$ cat src/rtl/timer_pkg.sv
// Shared definitions for the countdown timer datapath and its control FSM.
//   - field widths and moduli of the ms/sec/min/hr count fields
//   - *_MAX constants (largest legal value of each field)
//   - counter operation encoding plus its priority decoder
package timer_pkg;

    localparam int MS_W  = 10;
    localparam int SEC_W = 6;
    localparam int MIN_W = 6;
    localparam int HR_W  = 5;

    localparam int MS_MOD  = 1000;
    localparam int SEC_MOD = 60;
    localparam int MIN_MOD = 60;
    localparam int HR_MOD  = 24;

    localparam logic [MS_W-1:0]  MS_MAX  = MS_W'(MS_MOD - 1);
    localparam logic [SEC_W-1:0] SEC_MAX = SEC_W'(SEC_MOD - 1);
    localparam logic [MIN_W-1:0] MIN_MAX = MIN_W'(MIN_MOD - 1);
    localparam logic [HR_W-1:0]  HR_MAX  = HR_W'(HR_MOD - 1);

    typedef enum logic [1:0] {
        CNT_HOLD = 2'd0,
        CNT_UP   = 2'd1,
        CNT_DOWN = 2'd2,
        CNT_CLR  = 2'd3
    } cnt_op_e;

    // Clear wins over everything; up and down together cancel to a hold.
    function automatic cnt_op_e decode_op(input logic clr, input logic up, input logic down);
        cnt_op_e op;
        if (clr)
            op = CNT_CLR;
        else if (up && !down)
            op = CNT_UP;
        else if (down && !up)
            op = CNT_DOWN;
        else
            op = CNT_HOLD;
        return op;
    endfunction

endpackage

$ cat src/rtl/mod_n_updown_counter.sv
// Modulo-N up/down counter used for every timer count field.
// Ports:
//   i_clk    clock, rising edge
//   i_rst    synchronous active-high reset, count -> 0
//   i_clr    clear count to 0 next cycle (beats up/down)
//   i_up     increment, MODULUS-1 wraps to 0
//   i_down   decrement, 0 wraps to MODULUS-1
//   o_count  registered count, always in 0..MODULUS-1
//   o_zero   count == 0
module mod_n_updown_counter
    import timer_pkg::*;
#(
    parameter int WIDTH   = 6,
    parameter int MODULUS = 60
) (
    input  logic             i_clk,
    input  logic             i_rst,
    input  logic             i_clr,
    input  logic             i_up,
    input  logic             i_down,
    output logic [WIDTH-1:0] o_count,
    output logic             o_zero
);

    localparam logic [WIDTH-1:0] TOP = WIDTH'(MODULUS - 1);
    localparam logic [WIDTH-1:0] ONE = WIDTH'(1);

    cnt_op_e          op;
    logic [WIDTH-1:0] count_next;

    always_comb begin
        op         = decode_op(i_clr, i_up, i_down);
        count_next = o_count;
        case (op)
            CNT_CLR:  count_next = '0;
            CNT_UP:   count_next = (o_count == TOP) ? '0 : o_count + ONE;
            CNT_DOWN: count_next = (o_count == '0) ? TOP : o_count - ONE;
            default:  count_next = o_count;
        endcase
    end

    always_ff @(posedge i_clk) begin
        if (i_rst)
            o_count <= '0;
        else
            o_count <= count_next;
    end

    assign o_zero = (o_count == '0);

endmodule

$ cat src/rtl/timer_count_chain.sv
// Countdown-timer count datapath sitting under the timer control FSM.
// Holds the ms/sec/min/hr fields, applies the FSM's per-field commands,
// paces run-mode ms decrements with a 1 ms prescaler, and hands the
// count and borrow strobes back to the FSM (which closes the down cascade).
// Ports:
//   i_clk, i_rst                  clock / synchronous active-high reset
//   i_ms_up                       clear ms field
//   i_ms_down                     run: decrement ms on each 1 ms tick
//   i_{sec,min,hr}_{up,down}      per-cycle field increment/decrement
//   o_ms, o_sec, o_min, o_hr      registered count fields
//   o_{ms,sec,min}_borrowdown     combinational borrow strobes
//   o_tick                        combinational 1 ms prescaler tick
module timer_count_chain
    import timer_pkg::*;
#(
    parameter int CLK_PER_MS = 1000
) (
    input  logic             i_clk,
    input  logic             i_rst,
    input  logic             i_ms_up,
    input  logic             i_ms_down,
    input  logic             i_sec_up,
    input  logic             i_sec_down,
    input  logic             i_min_up,
    input  logic             i_min_down,
    input  logic             i_hr_up,
    input  logic             i_hr_down,
    output logic [MS_W-1:0]  o_ms,
    output logic [SEC_W-1:0] o_sec,
    output logic [MIN_W-1:0] o_min,
    output logic [HR_W-1:0]  o_hr,
    output logic             o_ms_borrowdown,
    output logic             o_sec_borrowdown,
    output logic             o_min_borrowdown,
    output logic             o_tick
);

    localparam int               PRE_W   = (CLK_PER_MS > 1) ? $clog2(CLK_PER_MS) : 1;
    localparam logic [PRE_W-1:0] PRE_MAX = PRE_W'(CLK_PER_MS - 1);
    localparam logic [PRE_W-1:0] PRE_ONE = PRE_W'(1);

    logic [PRE_W-1:0] presc;
    logic             tick;
    logic             ms_zero;
    logic             sec_zero;
    logic             min_zero;
    logic             hr_zero_unused;

    // Prescaler only runs while the FSM asserts run, and snaps back to 0
    // otherwise, so every run start sees the full CLK_PER_MS latency.
    always_ff @(posedge i_clk) begin
        if (i_rst || !i_ms_down)
            presc <= '0;
        else if (presc == PRE_MAX)
            presc <= '0;
        else
            presc <= presc + PRE_ONE;
    end

    // Strobes are forced low during reset so all outputs read 0 then.
    assign tick = ~i_rst & i_ms_down & (presc == PRE_MAX);

    mod_n_updown_counter #(
        .WIDTH   (MS_W),
        .MODULUS (MS_MOD)
    ) u_ms (
        .i_clk   (i_clk),
        .i_rst   (i_rst),
        .i_clr   (i_ms_up),
        .i_up    (1'b0),
        .i_down  (tick),
        .o_count (o_ms),
        .o_zero  (ms_zero)
    );

    mod_n_updown_counter #(
        .WIDTH   (SEC_W),
        .MODULUS (SEC_MOD)
    ) u_sec (
        .i_clk   (i_clk),
        .i_rst   (i_rst),
        .i_clr   (1'b0),
        .i_up    (i_sec_up),
        .i_down  (i_sec_down),
        .o_count (o_sec),
        .o_zero  (sec_zero)
    );

    mod_n_updown_counter #(
        .WIDTH   (MIN_W),
        .MODULUS (MIN_MOD)
    ) u_min (
        .i_clk   (i_clk),
        .i_rst   (i_rst),
        .i_clr   (1'b0),
        .i_up    (i_min_up),
        .i_down  (i_min_down),
        .o_count (o_min),
        .o_zero  (min_zero)
    );

    // Hours are the top of the chain: nothing consumes an hour borrow.
    mod_n_updown_counter #(
        .WIDTH   (HR_W),
        .MODULUS (HR_MOD)
    ) u_hr (
        .i_clk   (i_clk),
        .i_rst   (i_rst),
        .i_clr   (1'b0),
        .i_up    (i_hr_up),
        .i_down  (i_hr_down),
        .o_count (o_hr),
        .o_zero  (hr_zero_unused)
    );

    // A borrow is raised only when the field really decrements through 0:
    // a clear (ms) or a cancelling up command (sec/min) suppresses it.
    assign o_tick           = tick;
    assign o_ms_borrowdown  = tick & ~i_ms_up & ms_zero;
    assign o_sec_borrowdown = ~i_rst & i_sec_down & ~i_sec_up & sec_zero;
    assign o_min_borrowdown = ~i_rst & i_min_down & ~i_min_up & min_zero;

endmodule

$ cat config.mk
export PLATFORM = sky130hd
export DESIGN_NAME = timer_count_chain
export DESIGN_NICKNAME = d
export VERILOG_FILES = /design/src/rtl/timer_pkg.sv /design/src/rtl/mod_n_updown_counter.sv /design/src/rtl/timer_count_chain.sv
export SDC_FILE = /design/constraint.sdc
export NUM_CORES = 1
export LEC_CHECK = 0
export CAP_MARGIN = 10
export CORE_UTILIZATION = 45
export CTS_BUF_LIST = sky130_fd_sc_hd__clkbuf_4
export DETAILED_ROUTE_END_ITERATION = 16
export PLACE_DENSITY_LB_ADDON = 0.08
export SLEW_MARGIN = 10
export SYNTH_ARGS = -nofsm -noshare
export SYNTH_HDL_FRONTEND = slang
export SYNTH_SLANG_ARGS = --single-unit
$ cat constraint.sdc
create_clock -name i_clk -period 3.4 [get_ports i_clk]
set_input_delay 0.68 -clock i_clk [delete_from_list [all_inputs] [get_ports i_clk]]
set_output_delay 0.68 -clock i_clk [all_outputs]
set_load 0.01 [all_outputs]
==> summary.md, run 1 <==
| Metric | Value |
|---|---|
| Sequential power share | 48.5% |
| Arr. time, crit path | 2.37 ns |
| Post-synthesis sequential area ratio | 29.7% |
| Layout cell share with drive strength beyond 1 | 6.14% |
| Largest net degree at the start of global routing | 15 |
| Via Count | 2460 |
| Library cells used by synthesis | 61 |
| Synth Cell Area | 2490 sq um |
| Min Clock Period, post-route | 3.05 ns |
| Max Freq | 0.328 GHz |
| Max-slew violation count | 0 |
| Clock buffer depth | 2 |
| Total negative slack | 0 ns |
| H-tree lvl count | 2 |
| Finish-stage setup viols | 0 |
| Core box area | 5240 sq um |
| Initial core utilization | 47.6% |
| Clock Tree Root | clkbuf_4 |
| DRC Markers | 0 |
| Number of routed nets with antenna violations | 0 |
| GRT Util Overall | 20.5% |
| Gate Count Post-Synth | 308 |
| Drt wl/cell | 13.8 microns |
| Fin cells | 412 |
| Post-CTS resize count | 0 |
| Internal Pwr Total | 711 uW |
| Vias per inst | 5.97 |
| First-pass GRT wire length | 9940 microns |
| Slew HR | 66.1% |
| HP Class | register to register |
| Avg Synthesized Cell Area | 8.10 sq um |
| Final hold viol count | 0 |
| CP Max Fanout | 13 |
| DRT Wirelength | 5700 microns |
| Clock Sinks | 37 |
| Critical Path Sink Type | primary output |
| HP Start | presc[0] |
| Gp weighted congestion | 0.833 |
| Async set-or-reset flop fraction in the synthesized netlist | 0% |
| Post-CTS Setup Bufs | 0 |
| Total gr overflow | 0 |
| Initial antenna violation count | 0 |
| PD cells | 338 nW/um^2 |
| Worst EP required | 2.72 ns |
| Input/output buffers | 40 |
| Vias in the first global route | 2148 |
| Starting DRT DRC Count | 169 |
| Net Sw Frac | 30.1% |
| TritonCTS clock tree | done |
| Power consumption | 1.02 mW |
| Ys Warns | 0 |
| Synth Net Count | 333 |
| Outcome | complete, no violations |
| Area Growth Syn to Fin | 20.8% |
| Die height | 76.4 microns |
| Synth Flop Type | dfxtp_1 |
| Critical Path Start | u_min.o_count[2] |
| Static Leakage | 1.12 nW |
| Clock power frac | 29.5% |
| Max VDD drop | 179 uV |
| Placed Instances | 405 |
| R2R Setup Slk | 1.52 ns |
| Seq cells post-synth | 37 |
| Number of synthesized flops with an enable pin | 0 |
| Max_cap viols | 0 |
| Num rows | 26 |
| Layout Utilization | 57.5% |
| Io pins | 41 |
| Die area | 5840 sq um |
| Clk pin slew, worst setup/hold paths | 0.11 ns |
| Comb pwr share | 22.0% |
| Slew @ Worst Pin | 0.505 ns |
| Clock Latency Late Sink | 0.35 ns |
| Max Clock Skew | 0.0125 ns |
| Post-DP HPWL | 3990 microns |
| CTS Hold Bufs | 0 |
| First-pass DRT Iterations | 5 |
| Critical R2R Launch | presc[0] |
| RSZ-0062 raised after global routing | false |
| Final nets | 367 |
| Width of the die | 76.4 microns |
| Hold Slack | 0.488 ns |
| Worst setup SP type | register |
| Switching power | 306 uW |
| # diodes | 0 |
| CTS Buf Count | 5 |
| Setup CP Type | register to primary output |
| Tcrit/Tclk final | 89.7% |
[kinds of logic after synthesis]
group	synth area share [%]
AOI/OAI and AO/OA	27.4
and+or+nand+nor	25.7
adders and majority gates	7.53
DFF	29.7
xor gates and xnor gates	2.81
buffers and inverters	6.82
[cells in the final DEF, fill, tap and decap left out, types with 5 or more instances in the layout]
cell              n
o21ai_0          13
a31oi_1           7
o211a_1           5
nand3_1          11
nand4b_1          6
ha_1             15
or3_1             6
clkdlybuf4s50_1  40
inv_1            29
a21oi_1          19
xnor2_1           6
dfxtp_1          37
clkbuf_4          5
nand2_1          20
nor3_1            8
nor2_1           22
o2111ai_1         5
[metrics by stage]
step	instance area (sq um)	setup slack (ns)
finish	3010	0.352
global route	3010	0.135
CTS	3010	0.339
detailed placement	2940	0.360
global placement	2940	0.357
floorplan	2490	1.23
[worst paths after layout]
| check | end | cells past startpoint |
|---|---|---|
| min reg2reg | presc[0] | 1 |
| max | o_min_borrowdown | 4 |
| min | presc[0] | 1 |
| max reg2reg | u_ms.o_count[4] | 5 |
[power by group through the flow]
stage	combinational, mW	clock, mW	sequential [mW]
after floorplan	0.151	0	0.490
after global placement	0.221	0	0.503
after detailed placement	0.220	0	0.502
after CTS	0.222	0.316	0.492
after global routing	0.248	0.339	0.499
final	0.224	0.300	0.493
[layer usage]
| layer | track usage [%] | vias to the layer above | part of all wire [%] |
|---|---|---|---|
| met3 | 4.55 | 2 | 4.7 |
| met1 | 29.3 | 1155 | 51 |
| met2 | 30.3 | 69 | 43 |
| met5 | 0 | - | 0 |
| li1 | - | 1234 | - |
| met4 | 6.73 | 0 | 0.51 |
[area by class of cell]
cell class / count / area, sq um
repair buffers: 42 / 415
well taps: 70 / 87.6
flip-flops and latches: 37 / 741
clock buffers: 5 / 37.5
clock inverters: 2 / 35.0
multi-input cells: 226 / 1580
inverters: 30 / 113
fillers: 499 / 2230
[synthesized netlist by cell type, drive strengths merged (2+ instances only)]
library cell / count / area [sq um]
a211oi: 4 / 30.0
a21boi: 3 / 22.5
a21o: 3 / 22.5
a21oi: 19 / 95.1
a221oi: 3 / 26.3
a311o: 3 / 30.0
a311oi: 2 / 17.5
a31oi: 7 / 43.8
and4: 3 / 28.8
and4b: 4 / 40.0
buf: 2 / 8.75
clkbuf: 13 / 48.8
dfxtp: 37 / 741
ha: 15 / 188
inv: 30 / 113
nand2: 20 / 75.1
nand3: 12 / 65.1
nand3b: 3 / 22.5
nand4: 3 / 33.8
nand4b: 6 / 52.6
nor2: 22 / 82.6
nor2b: 2 / 12.5
nor3: 9 / 50.1
nor4: 5 / 37.5
nor4b: 4 / 35.0
o2111ai: 5 / 43.8
o211a: 5 / 50.1
o211ai: 3 / 22.5
o21a: 4 / 30.0
o21ai: 13 / 65.1
o221a: 4 / 45.0
o221ai: 3 / 26.3
o22ai: 3 / 18.8
o311a: 2 / 20.0
o311ai: 2 / 17.5
or3: 6 / 37.5
or4: 2 / 15.0
xnor2: 6 / 52.6
xor2: 2 / 17.5
[state kept, by name, summed over array words and instances (netlist names)]
| signal | flops |
|---|---|
| u_hr.o_count | 5 |
| u_sec.o_count | 6 |
| u_ms.o_count | 10 |
| presc | 10 |
| u_min.o_count | 6 |
[worst max-delay path, cell delays in order, from the launching register on]
cell,delay [ns]
dfxtp_1,0.44
or3_1,0.46
nor3b_1,0.38
and4_1,0.23
clkdlybuf4s50_1,0.53
No activity file was read; power rests on OpenSTA's default activity.
==> inputs of run 2 (changes only) <==
CORE_ASPECT_RATIO = 0.5   (was unset)
PLACE_DENSITY_LB_ADDON = 0.2   (was 0.08)
==> summary.md, run 2 (synthesis results as in run 1) <==
| Metric | Value |
|---|---|
| Static Leakage | 1.11 nW (-0.38%) |
| CTS Hold Bufs | 0 (unchanged) |
| Initial antenna violation count | 0 (unchanged) |
| Gp weighted congestion | 0.828 (-0.58%) |
| Total negative slack | 0 ns (unchanged) |
| DRT Wirelength | 6200 microns (+8.8%) |
| Fill cell count | 467 (-6.4%) |
| Vias in the first global route | 2166 (+0.84%) |
| Outcome | complete, no violations |
| Buf+Inv Stages, Crit Path | 1 (unchanged) |
| Post-DP HPWL | 4360 microns (+9.3%) |
| DRC Markers | 0 (unchanged) |
| PD cells | 321 nW/um^2 (-4.8%) |
| Switching power | 325 uW (+6.1%) |
| Fin worst setup slack | 0.298 ns (-0.0539 ns) |
| CTS Buf Count | 5 (unchanged) |
| Final nets | 368 (+0.27%) |
| Clock Tree Root | clkbuf_4 |
| Sequential power share | 51.1% (+2.6 points) |
| Slew HR | 62.5% (-3.6 points) |
| Max VDD drop | 140 uV (-22%) |
| Die area | 5860 sq um (+0.32%) |
| Vias per inst | 6.10 (+2.2%) |
| Number of routed nets with antenna violations | 0 (unchanged) |
| RSZ-0062 raised after global routing | false |
| Post-route cell area | 3000 sq um (-0.33%) |
| H-tree lvl count | 2 (unchanged) |
| CP Max Fanout | 13 (unchanged) |
| Layout Utilization | 58.5% (+0.95 points) |
| Critical Path Max Stage Delay | 0.53 ns (about the same) |
| Clock Sinks | 37 (unchanged) |
| Worst setup SP type | register |
| Most frequent cells in the layout | 40 x clkdlybuf4s50_1, 37 x dfxtp_1, 29 x inv_1 |
| Arr. time, crit path | 2.42 ns (+0.05 ns) |
| Layout cell share with drive strength beyond 1 | 6.40% (+0.25 points) |
| Net Sw Frac | 33.6% (+3.6 points) |
| HP Class | register to register |
| Hold Slack | 0.474 ns (-0.0137 ns) |
| Leading cell type in the layout, fill and taps excluded | clkdlybuf4s50_1 |
| Post-DP Area | 2950 sq um (+0.26%) |
| # diodes | 0 (unchanged) |
| Post-CTS Setup Bufs | 0 (unchanged) |
| Fin cells | 414 (+0.49%) |
| Initial core utilization | 48.6% (+0.95 points) |
| Core box area | 5130 sq um (-2.0%) |
| Max_cap viols | 0 (unchanged) |
| Crit path cell chain | or3_1, nor3b_1, and4_1, clkdlybuf4s50_1 |
| Via Count | 2527 (+2.7%) |
| Total gr overflow | 0 (unchanged) |
| Largest net degree at the start of global routing | 19 (+4) |
| Starting DRT DRC Count | 157 (-7.1%) |
| Tcrit/Tclk final | 91.2% (+1.6 points) |
| Setup CP Type | register to primary output |
| TritonCTS clock tree | done |
| Slew @ Worst Pin | 0.557 ns (+0.0517 ns) |
| First-pass GRT wire length | 10000 microns (+0.98%) |
| Clock Latency Late Sink | 0.36 ns (about the same) |
| Min Clock Period, post-route | 3.10 ns (+0.0539 ns) |
| Finish-stage setup viols | 0 (unchanged) |
| GRT Util Overall | 22.0% (+1.5 points) |
| Clock buffer depth | 2 (unchanged) |
| Clock power frac | 25.1% (-4.4 points) |
| Input/output buffers | 40 (unchanged) |
| Max Clock Skew | 0.0188 ns (+0.00628 ns) |
| Drt wl/cell | 15.0 microns (+8.3%) |
| Area Growth Syn to Fin | 20.4% |
| Internal Pwr Total | 640 uW (-10%) |
| Post-CTS resize count | 0 (unchanged) |
| Final hold viol count | 0 (unchanged) |
| Max Freq | 0.322 GHz (-1.7%) |
| Comb pwr share | 23.8% (+1.8 points) |
| Width of the die | 107 microns (+40%) |
| Clk pin slew, worst setup/hold paths | 0.12 ns (about the same) |
| Max-slew violation count | 0 (unchanged) |
| Largest delay contributor family on the critical path | simple AND/OR/NAND/NOR gates |
| Top flop regs | presc x10, u_ms.o_count x10 |
| First-pass DRT Iterations | 4 (-1) |
| Die height | 54.6 microns (-29%) |
| Placed Instances | 406 (+0.25%) |
| Critical-path top delay cell | clkdlybuf4s50_1 |
| Worst slack, placed | 0.535 ns (+0.175 ns) |
| Worst EP required | 2.72 ns (about the same) |
| Io pins | 41 (unchanged) |
| Critical Path Sink Type | primary output |
| Num rows | 18 (-31%) |
| Power consumption | 965 uW (-5.1%) |
-- run 2: cell types whose count changed in the layout (fill, tap and decap cells not counted) --
cell / change
bufinv_16: -1
buf_4: +1
clkinv_4: +1
clkinv_1: +1
-- run 2: path summary, 6_finish.rpt --
kind	start	end	slack, ns	cells after the start
min	presc[0]	presc[0]	0.47	1
max reg2reg	presc[0]	u_ms.o_count[4]	1.47	6
min reg2reg	presc[0]	presc[0]	0.47	1
max	u_min.o_count[2]	o_min_borrowdown	0.30	4
-- run 2: power groups by stage --
| stage | sequential, mW | clock (mW) | combinational, mW |
|---|---|---|---|
| 6_report | 0.493 | 0.243 | 0.229 |
| 5_1_grt | 0.497 | 0.266 | 0.252 |
| 4_1_cts | 0.492 | 0.246 | 0.227 |
| 3_5_place_dp | 0.501 | 0 | 0.226 |
| 3_3_place_gp | 0.500 | 0 | 0.218 |
| 2_1_floorplan | 0.490 | 0 | 0.151 |
-- run 2: final cells by class --
type / instances / area, sq um / area share (%)
clock buffer: 5 / 37.5 / 1.25
clock inverter: 3 / 17.5 / 0.584
inverter: 30 / 113 / 3.75
multi-input combinational: 226 / 1580 / 52.7
sequential: 37 / 741 / 24.7
tap: 70 / 87.6 / 2.92
timing repair buffer: 43 / 423 / 14.1
-- run 2: layer usage --
layer,GRT usage (%),part of all wire (%)
met1,29.2,49
met2,37.3,44
met3,4.29,5.8
met4,5.94,1.1
met5,0,0
==> inputs of run 3 (changes only) <==
CELL_PAD_IN_SITES_DETAIL_PLACEMENT = 0   (was unset)
CELL_PAD_IN_SITES_GLOBAL_PLACEMENT = 1   (was unset)
CORE_UTILIZATION = 44   (was 45)
GPL_ROUTABILITY_DRIVEN = 0   (was unset)
SETUP_SLACK_MARGIN = 0.4   (was unset)
==> summary.md, run 3 (synthesis results as in run 1) <==
| Metric | Value |
|---|---|
| Placed Instances | 405 (-0.25%) |
| Total gr overflow | 0 (unchanged) |
| Largest delay contributor family on the critical path | buffers and inverters |
| Initial core utilization | 48.1% (-0.42 points) |
| Core box area | 5180 sq um (+0.88%) |
| Input/output buffers | 40 (unchanged) |
| Critical-path top delay cell | clkdlybuf4s50_1 |
| Cell mode on critical path | clkdlybuf4s50_1 |
| Clock Sinks | 37 (unchanged) |
| Max Freq | 0.343 GHz (+6.4%) |
| Io pins | 41 (unchanged) |
| Final nets | 367 (-0.27%) |
| CP Max Fanout | 5 (-8) |
| Worst setup SP type | primary input |
| Setup CP Type | primary input to primary output |
| Max Clock Skew | 0.0136 ns (-0.00515 ns) |
| Slew HR | 65.8% (+3.3 points) |
| Detail Route met2 WL | 2750 microns (+1.1%) |
| Most frequent cells in the layout | 40 x clkdlybuf4s50_1, 35 x dfxtp_1, 29 x inv_1 |
| Post-route cell area | 3030 sq um (+1.1%) |
| Final hold viol count | 0 (unchanged) |
| Clk pin slew, worst setup/hold paths | 0.12 ns (about the same) |
| Leading cell type in the layout, fill and taps excluded | clkdlybuf4s50_1 |
| RSZ-0062 raised after global routing | true |
| Num rows | 18 (unchanged) |
| Die area | 5990 sq um (+2.2%) |
| Vias per inst | 6.03 (-1.2%) |
| Fill cell count | 474 (+1.5%) |
| Outcome | complete, no violations |
| Clock buffer depth | 2 (unchanged) |
| Met3 wire len | 307 microns (-14%) |
| Largest net degree at the start of global routing | 19 (unchanged) |
| HP Class | register to register |
| Arr. time, crit path | 2.24 ns (-0.18 ns) |
| Buf+Inv Stages, Crit Path | 2 (+1) |
| Starting DRT DRC Count | 179 (+14%) |
| Min Clock Period, post-route | 2.92 ns (-0.186 ns) |
| Critical Path Max Stage Delay | 0.56 ns (+0.03 ns) |
| Finish-stage setup viols | 0 (unchanged) |
| Max VDD drop | 187 uV (+33%) |
| Post-DP Area | 2940 sq um (-0.25%) |
| Top Metal Used | met4 |
| Drt wl/cell | 14.9 microns (-0.57%) |
| Width of the die | 108 microns (+1.1%) |
| Total negative slack | 0 ns (unchanged) |
| H-tree lvl count | 2 (unchanged) |
| Clock Latency Late Sink | 0.34 ns (-0.02 ns) |
| First-pass DRT Iterations | 4 (unchanged) |
| Max-slew violation count | 0 (unchanged) |
| Initial antenna violation count | 0 (unchanged) |
| Vias in the first global route | 2227 (+2.8%) |
| DRT Wirelength | 6150 microns (-0.81%) |
| First-pass GRT wire length | 10200 microns (+1.9%) |
| Fin cells | 413 (-0.24%) |
| Via Count | 2490 (-1.5%) |
| Number of routed nets with antenna violations | 0 (unchanged) |
| Max_cap viols | 0 (unchanged) |
| GRT Util Overall | 20.7% (-1.3 points) |
| Worst EP required | 2.72 ns (about the same) |
| Post-CTS Setup Bufs | 0 (unchanged) |
| Tcrit/Tclk final | 85.8% (-5.5 points) |
| CTS Buf Count | 5 (unchanged) |
| Slew @ Worst Pin | 0.510 ns (-0.0465 ns) |
| Area Growth Syn to Fin | 21.7% |
| Layout cell share with drive strength beyond 1 | 8.16% (+1.8 points) |
| TritonCTS clock tree | done |
| DRC Markers | 0 (unchanged) |
| Clock Tree Root | clkbuf_4 |
| Top flop regs | presc x10, u_ms.o_count x10 |
| WL met1 | 3090 microns (+1.1%) |
| Crit path cell chain | clkdlybuf4s50_1, or2_2, nor3_2, clkdlybuf4s50_1 |
| Static Leakage | 1.12 nW (+0.89%) |
| PD cells | 318 nW/um^2 (-1.1%) |
| # diodes | 0 (unchanged) |
| Die height | 55.2 microns (+1.1%) |
| Post-DP HPWL | 4190 microns (-3.8%) |
| Critical Path Sink Type | primary output |
## run 3: cell count changes in the layout (fill, tap and decap cells not counted), sizes merged
cell | before | now
clkinv | 3 | 2
clkinvlp | 0 | 1
buf | 3 | 2
## run 3: layout make-up
| type | count | area, sq um | area share [%] |
|---|---|---|---|
| clock inverters | 3 | 17.5 | 0.577 |
| well taps | 70 | 87.6 | 2.89 |
| repair buffers | 42 | 415 | 13.7 |
| multi-input cells | 226 | 1620 | 53.4 |
| clock buffers | 5 | 37.5 | 1.24 |
| flip-flops and latches | 37 | 743 | 24.5 |
| inverters | 30 | 113 | 3.71 |
## run 3: power breakdown
part           switching [mW]  internal, mW
sequential             0.0423         0.452
combinational           0.118         0.115
clock                   0.159        0.0781
total                   0.319         0.646
## run 3: final timing paths
check / startpoint / to / slack (ns) / depth (start not counted)
setup / recovery: i_ms_up / o_ms_borrowdown / 0.48 / 4
hold / removal: presc[0] / presc[0] / 0.46 / 1
setup reg to reg: u_min.o_count[0] / u_min.o_count[3] / 1.52 / 5
hold reg to reg: presc[0] / presc[0] / 0.46 / 1
## run 3: per-layer routing
| metal | vias to the layer above | track usage [%] |
|---|---|---|
| met3 | 2 | 4.37 |
| met4 | 0 | 3.28 |
| met2 | 70 | 31.8 |
| met5 | - | 0 |
| met1 | 1183 | 29.9 |
| li1 | 1235 | - |
## run 3: what timing repair did
| action | CTS | global route |
|---|---|---|
| gates resized for setup | 3 | 5 |
| endpoints found under the setup margin | 2 | 3 |
| hold buffers | 0 | 0 |
## run 3: through the flow
| stage | hold WS (ns) | setup WS, ns | utilization (%) | power, mW |
|---|---|---|---|---|
| 2_1_floorplan | 0.418 | 1.23 | - | 0.640 |
| 3_3_place_gp | 0.427 | 0.475 | 56.7 | 0.719 |
| 3_5_place_dp | 0.445 | 0.459 | 56.7 | 0.725 |
| 4_1_cts | 0.464 | 0.419 | 58.2 | 0.967 |
| 5_1_grt | 0.485 | 0.352 | 58.6 | 1.03 |
| 6_report | 0.462 | 0.484 | 58.6 | 0.964 |
